$ cat src/rtl/flash_read_responder_if.sv
// flash_read_responder_if: read-master request/response signals plus the backing-store port.
interface flash_read_responder_if #(
    parameter int ADDR_W = 23
);
    logic              flash_mem_read;
    logic [ADDR_W-1:0] flash_mem_address;
    logic              flash_mem_waitrequest;
    logic              flash_mem_readdatavalid;
    logic [31:0]       flash_mem_readdata;
    logic [ADDR_W-1:0] rom_addr;
    logic              rom_rden;
    logic [31:0]       rom_q;

    modport slave (
        input  flash_mem_read, flash_mem_address, rom_q,
        output flash_mem_waitrequest, flash_mem_readdatavalid, flash_mem_readdata, rom_addr, rom_rden
    );

    modport master (
        output flash_mem_read, flash_mem_address, rom_q,
        input  flash_mem_waitrequest, flash_mem_readdatavalid, flash_mem_readdata, rom_addr, rom_rden
    );
endinterface

$ cat src/rtl/flash_read_responder.sv
// flash_read_responder: fixed-latency in-order read responder in front of a one-cycle ROM.
// Define FLASH_RESP_BYTESWAP_EN to return each ROM word with its byte order reversed.
module flash_read_responder #(
    parameter int ADDR_W       = 23,
    parameter int READ_LATENCY = 2,
    parameter int MAX_PENDING  = 4
) (
    input logic sample_clk,
    input logic reset,
    flash_read_responder_if.slave bus
);
    localparam int CW = $clog2(MAX_PENDING + 1);

    typedef enum logic [1:0] {IDLE, ACTIVE, FULL} state_t;

    state_t                  state, state_nx;
    logic [CW-1:0]           count, count_nx;
    logic [READ_LATENCY-1:0] vld;
    logic [31:0]             dat [1:READ_LATENCY-1];
    logic [31:0]             rom_word;
    logic                    accept, issue;

`ifdef FLASH_RESP_BYTESWAP_EN
    assign rom_word = {bus.rom_q[7:0], bus.rom_q[15:8], bus.rom_q[23:16], bus.rom_q[31:24]};
`else
    assign rom_word = bus.rom_q;
`endif

    assign bus.flash_mem_waitrequest   = reset || state == FULL;
    assign accept                      = bus.flash_mem_read && !bus.flash_mem_waitrequest;
    assign issue                       = vld[READ_LATENCY-2];
    assign bus.rom_rden                = accept;
    assign bus.rom_addr                = ADDR_W'(bus.flash_mem_address);
    assign bus.flash_mem_readdatavalid = vld[READ_LATENCY-1] && !reset;
    assign bus.flash_mem_readdata      = reset ? '0 : dat[READ_LATENCY-1];

    // A response leaves the pending set on the edge that loads the output stage.
    always_comb begin
        count_nx = (accept && !issue) ? count + CW'(1) : (issue && !accept) ? count - CW'(1) : count;
        state_nx = count_nx == '0 ? IDLE : count_nx == CW'(MAX_PENDING) ? FULL : ACTIVE;
    end

    always_ff @(posedge sample_clk) begin
        if (reset) begin
            state <= IDLE;
            count <= '0;
        end else begin
            state <= state_nx;
            count <= count_nx;
        end
    end

    // vld[0] tracks the ROM stage; stages 1..READ_LATENCY-1 carry data, the last one holds the output.
    always_ff @(posedge sample_clk) begin
        if (reset) begin
            vld <= '0;
            for (int i = 1; i < READ_LATENCY; i++) dat[i] <= '0;
        end else begin
            vld <= {vld[READ_LATENCY-2:0], accept};
            if (vld[0]) dat[1] <= rom_word;
            for (int i = READ_LATENCY - 1; i >= 2; i--) if (vld[i-1]) dat[i] <= dat[i-1];
        end
    end
endmodule
$ cat src/flat_wrapper.sv
// flat-port wrapper written by rule: the top's interface ports become plain ports
module flash_read_responder_flat 
#(
    parameter int ADDR_W       = 23,
    parameter int READ_LATENCY = 2,
    parameter int MAX_PENDING  = 4
)
  (sample_clk, reset, bus_flash_mem_read, bus_flash_mem_address, bus_rom_q, bus_flash_mem_waitrequest, bus_flash_mem_readdatavalid, bus_flash_mem_readdata, bus_rom_addr, bus_rom_rden);
  flash_read_responder_if #(.ADDR_W(ADDR_W)) bus_i ();
  input logic sample_clk;
  input logic reset;
  input wire logic [$bits(bus_i.flash_mem_read)-1:0] bus_flash_mem_read;
  input wire logic [$bits(bus_i.flash_mem_address)-1:0] bus_flash_mem_address;
  input wire logic [$bits(bus_i.rom_q)-1:0] bus_rom_q;
  output wire logic [$bits(bus_i.flash_mem_waitrequest)-1:0] bus_flash_mem_waitrequest;
  output wire logic [$bits(bus_i.flash_mem_readdatavalid)-1:0] bus_flash_mem_readdatavalid;
  output wire logic [$bits(bus_i.flash_mem_readdata)-1:0] bus_flash_mem_readdata;
  output wire logic [$bits(bus_i.rom_addr)-1:0] bus_rom_addr;
  output wire logic [$bits(bus_i.rom_rden)-1:0] bus_rom_rden;
  assign bus_i.flash_mem_read = bus_flash_mem_read;
  assign bus_i.flash_mem_address = bus_flash_mem_address;
  assign bus_i.rom_q = bus_rom_q;
  assign bus_flash_mem_waitrequest = bus_i.flash_mem_waitrequest;
  assign bus_flash_mem_readdatavalid = bus_i.flash_mem_readdatavalid;
  assign bus_flash_mem_readdata = bus_i.flash_mem_readdata;
  assign bus_rom_addr = bus_i.rom_addr;
  assign bus_rom_rden = bus_i.rom_rden;
  flash_read_responder #(.ADDR_W(ADDR_W), .READ_LATENCY(READ_LATENCY), .MAX_PENDING(MAX_PENDING)) u_core (.sample_clk(sample_clk), .reset(reset), .bus(bus_i));
endmodule
$ cat config.mk
export PLATFORM = sky130hd
export DESIGN_NAME = flash_read_responder_flat
export DESIGN_NICKNAME = d
export VERILOG_FILES = /design/src/rtl/flash_read_responder_if.sv /design/src/rtl/flash_read_responder.sv /design/src/flat_wrapper.sv
export SDC_FILE = /design/constraint.sdc
export NUM_CORES = 1
export LEC_CHECK = 0
export CAP_MARGIN = 0
export CORE_ASPECT_RATIO = 1.2
export CORE_MARGIN = 2
export CORE_UTILIZATION = 35
export CTS_CLUSTER_SIZE = 30
export DETAILED_ROUTE_END_ITERATION = 16
export PLACE_DENSITY_LB_ADDON = 0.2
export SYNTH_ARGS = -nofsm -noshare
export SYNTH_HDL_FRONTEND = slang
export SYNTH_SLANG_ARGS = --single-unit
$ cat constraint.sdc
create_clock -name sample_clk -period 3 [get_ports sample_clk]
set_input_delay 0.9 -clock sample_clk [delete_from_list [all_inputs] [get_ports sample_clk]]
set_output_delay 0.9 -clock sample_clk [all_outputs]
set_load 0.005 [all_outputs]
==> key figures, run 1 <==
Critical path
  • WP data arrival: ~1.9 ns
  • Worst path bufs/invs: 3
  • Crit-path max cell delay: a little under 0.5 ns
  • Startpoint Class: input port
  • CP Cell Sequence: clkbuf_2 -> buf_12 -> and2b_1 -> clkdlybuf4s50_1
  • Kind of critical path: input port to primary output
  • CP Data Required Time: ~2.1 ns
  • CP max FO: 19
  • CP top delay family: buffers and inverters
  • Slowest-stage cell, CP: clkdlybuf4s50_1
  • CP endpoint kind: primary output

Run status
  • Outcome: completed

Synthesis
  • Post-synthesis sequential area ratio: 0.555
  • Synth top area share: 0.484
  • Syn avg cell area: ~12 um^2
  • Post-Synthesis Net Count: 231
  • Yosys top cell by area: edfxtp_1
  • Synth Instances: 171
  • Synth Warn #: 0
  • Dominant cells by area after synthesis: edfxtp_1, and2_1, buf_4
  • Cell Area, Synth: just under 2000 um^2
  • #FFs+latches synth: 39
  • Synth cell types: 29

Route
  • Final WL: a little under 4 mm
  • Remaining DRCs: 0
  • Remaining antenna violation count: 0
  • Initial DRC count: 56
  • Vias: approximately 1300
  • First-pass DRT Iterations: 6
  • Via density per instance: ~4.5
  • Routed len/inst: ~13 um

Finish
  • Synthesis-to-layout area growth: 36.2%
  • Commonest non-fill, non-tap cells in the layout: clkdlybuf4s50_1, and2_1, edfxtp_1
  • NumNets Final: ~280
  • Layout cells sized above 1: 0.0717
  • Filler Cells Inserted: between 500 and 600
  • ANT cells: 0
  • Final instance area: 2700 um^2
  • Commonest non-fill, non-tap cell in the layout: clkdlybuf4s50_1

Clock network
  • H-Tree Depth: 2
  • Clk buf depth: 2
  • Clk_lat worst skew: between 0.2 and 0.3 ns
  • CTS Sinks: 39
  • Root Buffer: clkbuf_8
  • Num CTS Buffers: 5
  • CTS tree: done
  • Reg clk slew, reported paths: ~0.080 ns
  • Post-CTS Hold Fix Bufs: 0

STA
  • Max Fclk: ~350 MHz
  • Max Clock Skew: between 0.007 and 0.008 ns
  • Final worst path period share: 0.941
  • Tmin final: 2.82 ns
  • Slew @ Worst Pin: ~0.76 ns
  • Final Slew Violations: 0
  • Setup Viol. Count Final: 0
  • Worst slew margin: 0.495
  • RSZ-0062 raised after global routing: false
  • Fin. Hold Viols: 0

GRT
  • First-pass GRT wire length: between 6 and 7 mm
  • Grt ovf: 0
  • Vias in the first global route: 1315
  • Largest net degree at the start of global routing: 34
  • Total Routing Usage GR: 0.129
  • Initial antenna violation count: 0

Pwr
  • Pwr Total: ~0.0012 W
  • Pleak: 1.08 nW
  • Power Dens Cells: around 440 nW/um^2
  • Worst VDD drop: ~0.00021 V

Floorplanning
  • DIE HEIGHT: between 80 and 90 um
  • Core area: 5560 um^2
  • Die span in x: 72.8 um
  • Rows: 30
  • Die area: 6290 um^2
  • Initial core utilization: 0.357
  • I/O pin count: around 120

Placed design
  • Port Buffers: 69
  • Placer congestion estimate: 0.741
  • Dpl hpwl: ~2.5 mm
  • Cell Area, Placed: about 2600 um^2

Flow run
  • Max Cap Violations: 0

Worst hold path
  • Hold Path Class: flop to flop
[power breakdown]
group          total (W)  internal, W  switching (W)
registers       0.000646     0.000629      0.0000174
clock network   0.000330     0.000159       0.000171
logic           0.000207     0.000129      0.0000779
total            0.00118     0.000916       0.000267
[worst min-delay path, cell delays in order (launching register included)]
cell	delay, ns
dfxtp_1	0.33
o2111ai_1	0.09
nand4bb_1	0.11
[per-layer routing]
metal,global-route usage,up-vias,part of all wire
met1,0.152,591,0.41
met2,0.209,58,0.49
li1,-,645,-
met5,0,-,0
met4,0.0505,0,0.015
met3,0.0523,7,0.083
[layout make-up]
class | instances | area [um^2] | area share
clock buffers | 6 | 72.6 | 0.0268
flip-flops and latches | 39 | 1100 | 0.407
multi-input cells | 98 | 667 | 0.247
repair buffers | 75 | 764 | 0.283
clock inverters | 2 | 7.51 | 0.00278
well taps | 64 | 80.1 | 0.0296
inverters | 3 | 11.3 | 0.00416
[per-stage QoR]
step / TNS [ns] / hold slack, ns / cells / worst slack (ns) / util
after floorplan: 0 / 0.545 / 171 / 0.494 / -
final: 0 / 0.603 / 287 / 0.178 / 0.487
after detailed placement: -4.45 / 0.592 / 278 / -0.185 / 0.468
after global placement: -4.68 / 0.584 / 278 / -0.177 / 0.468
after global routing: 0 / 0.629 / 287 / 0.128 / 0.487
after CTS: -0.0464 / 0.600 / 287 / -0.0188 / 0.487
[synthesized netlist by cell type]
cell / number
and2_1: 33
edfxtp_1: 32
buf_4: 24
nor2b_1: 22
and2b_1: 14
dfxtp_1: 7
nor2_1: 5
clkbuf_1: 4
inv_1: 3
mux2i_1: 3
a31oi_1: 2
ha_1: 2
nand2_1: 2
nand2b_1: 2
o2111ai_1: 2
a211oi_1: 1
and4b_1: 1
buf_1: 1
buf_2: 1
clkbuf_2: 1
nand2b_4: 1
nand4bb_1: 1
nor2_2: 1
nor3_1: 1
nor3b_1: 1
nor4_1: 1
or2_2: 1
xnor2_1: 1
xor2_1: 1
[state kept, by name (all words and copies together), names as in the netlist]
name	flops
u_core.count	3
u_core.dat	32
u_core.state	2
u_core.vld	2
[logic make-up after synthesis]
| group | synth area share |
|---|---|
| AO/OA/AOI/OAI | 0.0189 |
| XOR/XNOR | 0.00882 |
| adder cells (fa/ha/maj) | 0.0126 |
| buffers and inverters | 0.111 |
| flip-flops | 0.555 |
| multiplexers | 0.0151 |
| AND/OR/NAND/NOR | 0.279 |
[repair_timing]
action                     CTS  global route
gates resized for setup      4             3
pin swaps                    0             0
buffers inserted             0             0
gates cloned                 1             0
hold endpoints to repair     0             0
setup endpoints to repair   35            24
[path summary, 6_finish.rpt]
| check | to | depth (start not counted) | start | slack (ns) |
|---|---|---|---|---|
| max | bus_flash_mem_readdata[1] | 4 | reset | 0.18 |
| min | u_core.count[2] | 2 | u_core.count[2] | 0.60 |
| max reg2reg | u_core.dat[1][5] | 1 | u_core.vld[0] | 1.32 |
| min reg2reg | u_core.count[2] | 2 | u_core.count[2] | 0.60 |
Note: power is estimated with default switching activity, not from simulation.
==> run 2: changes to the inputs <==
DONT_BUFFER_PORTS = 1   (was not set)
==> key figures, run 2 (synthesized netlist as in run 1, its figures left out) <==
Critical path
  • Kind of critical path: input port to primary output
  • WP data arrival: 1.28 ns (-0.64 ns)
  • FF-to-FF End: u_core.dat[1][14]
  • Cell count of the worst reg-to-reg path: 1 (unchanged)
  • Crit-path max cell delay: 0.23 ns (-0.26 ns)
  • Startpoint Class: input port
  • CP Cell Sequence: nand2b_4 -> nor2_2
  • Worst path bufs/invs: 0 (-3)
  • CP max FO: 42 (+23)
  • RR Startpoint: u_core.vld[0]
  • Slowest-stage cell, CP: nor2_2
  • CP top delay family: simple AND/OR/NAND/NOR gates
  • CP endpoint kind: primary output
  • Reg-to-reg slack, setup: 1.32 ns (about the same)
  • CP Data Required Time: 2.10 ns (about the same)

Floorplanning
  • Core area: 5560 um^2 (unchanged)
  • Die area: 6290 um^2 (unchanged)
  • I/O pin count: 116 (unchanged)
  • Die span in x: 72.8 um (unchanged)
  • DIE HEIGHT: 86.5 um (unchanged)
  • Initial core utilization: 0.357 (unchanged)
  • Rows: 30 (unchanged)

STA
  • Tmin final: 2.18 ns (-0.640 ns)
  • Setup Viol. Count Final: 0 (unchanged)
  • Setup tns final: 0 ns (unchanged)
  • Worst slew margin: 0.488 (-0.00654)
  • Max Fclk: 458 MHz (+29%)
  • Max Clock Skew: 0.00640 ns (-0.000636 ns)
  • RSZ-0062 raised after global routing: false
  • Slew @ Worst Pin: 0.767 ns (+0.00981 ns)
  • Fin. Hold Viols: 0 (unchanged)
  • Fin worst setup slack: 0.819 ns (+0.640 ns)
  • Final worst path period share: 0.727 (-0.213)
  • Final Slew Violations: 0 (unchanged)

Finish
  • Synthesis-to-layout area growth: -1.89%
  • Layout cells sized above 1: 0.0671 (-0.00463)
  • Commonest non-fill, non-tap cells in the layout: and2_1, edfxtp_1, nor2b_1
  • Commonest non-fill, non-tap cell in the layout: and2_1
  • Max reg flops: 32 (unchanged)
  • Largest Register: u_core.dat
  • Registers with the most flip-flops: u_core.dat (32), u_core.count (3)
  • ANT cells: 0 (unchanged)
  • Filler Cells Inserted: 566 (+7.4%)
  • NumNets Final: 208 (-26%)

Pwr
  • Pleak: 0.769 nW (-29%)
  • Power Dens Cells: 560 nW/um^2 (+28%)
  • Worst VDD drop: 0.000194 V (-6.7%)

GRT
  • Initial antenna violation count: 0 (unchanged)
  • Grt ovf: 0 (unchanged)
  • Vias in the first global route: 1042 (-21%)
  • Total Routing Usage GR: 0.112 (-0.0176)
  • First-pass GRT wire length: 5.18 mm (-16%)
  • Largest net degree at the start of global routing: 43 (+26%)

Route
  • Final WL: 3.48 mm (-10%)
  • Via density per instance: 4.88 (+7.7%)
  • Vias: 1040 (-20%)
  • Remaining antenna violation count: 0 (unchanged)
  • Remaining DRCs: 0 (unchanged)
  • Routed len/inst: 16.3 um (+21%)
  • First-pass DRT Iterations: 6 (unchanged)
  • Initial DRC count: 22 (-61%)

Clock network
  • CTS Sinks: 39 (unchanged)
  • Post-CTS Hold Fix Bufs: 0 (unchanged)
  • CTS tree: done
  • H-Tree Depth: 2 (unchanged)
  • Post-CTS setup buffers: 0 (unchanged)
  • Reg clk slew, reported paths: 0.07 ns (about the same)
  • Clk buf depth: 2 (unchanged)
  • Num CTS Buffers: 5 (unchanged)
  • Root Buffer: clkbuf_8
  • Clk_lat worst skew: 0.28 ns (about the same)
  • Resized cells post-CTS: 0 (-4)

Placed design
  • Dpl hpwl: 2.44 mm (-2.0%)
  • Dpl ws: 0.813 ns (+0.998 ns)
  • Placer congestion estimate: 0.719 (-3.0%)
  • Port Buffers: 0 (-100%)

Worst hold path
  • Hold path depth: 2 (unchanged)
  • Hold Path Class: flop to flop
  • Hold Crit Start: u_core.count[1]
  • WHS Endpoint: u_core.count[1]

Flow run
  • Max Cap Violations: 0 (unchanged)

Run status
  • Outcome: completed
==> run 2: worst max path at each step <==
stage | start | endpoint | slack [ns] | cells after the start
after floorplan | reset | bus_flash_mem_readdata[0] | 0.49 | 3
after global placement | reset | bus_rom_rden | 0.82 | 2
after CTS | reset | bus_rom_rden | 0.81 | 2
after global routing | reset | bus_rom_rden | 0.79 | 2
after detailed placement | reset | bus_rom_rden | 0.81 | 2
final | reset | bus_rom_rden | 0.82 | 2
==> run 2: report_power, final <==
part	switching, W	internal (W)
sequential	0.0000173	0.000628
clock	0.000182	0.000158
combinational	0.0000593	0.0000468
==> run 2: layout make-up <==
class	count	area, um^2	area share
clock inverter	3	15.0	0.00771
inverter	3	11.3	0.00578
sequential	39	1100	0.565
tap	64	80.1	0.0411
clock buffer	5	68.8	0.0353
timing repair buffer	1	7.51	0.00385
multi-input combinational	98	664	0.341
==> run 2: routing by layer <==
metal | vias up | wire length [um] | global-route usage
met4 | 0 | 28 | 0.0522
li1 | 488 | - | -
met1 | 484 | 1340 | 0.123
met3 | 4 | 372 | 0.0651
met5 | - | 0 | 0
met2 | 64 | 1730 | 0.172
==> run 2: metrics by stage <==
step	total power (W)	hold WS, ns	util	instances	instance area (um^2)
3_3_place_gp	0.000759	0.569	0.336	205	1860
6_report	0.00109	0.621	0.351	213	1950
5_1_grt	0.00115	0.634	0.351	213	1950
4_1_cts	0.00111	0.615	0.351	213	1950
2_1_floorplan	0.000771	0.545	-	171	1990
3_5_place_dp	0.000766	0.606	0.336	205	1860
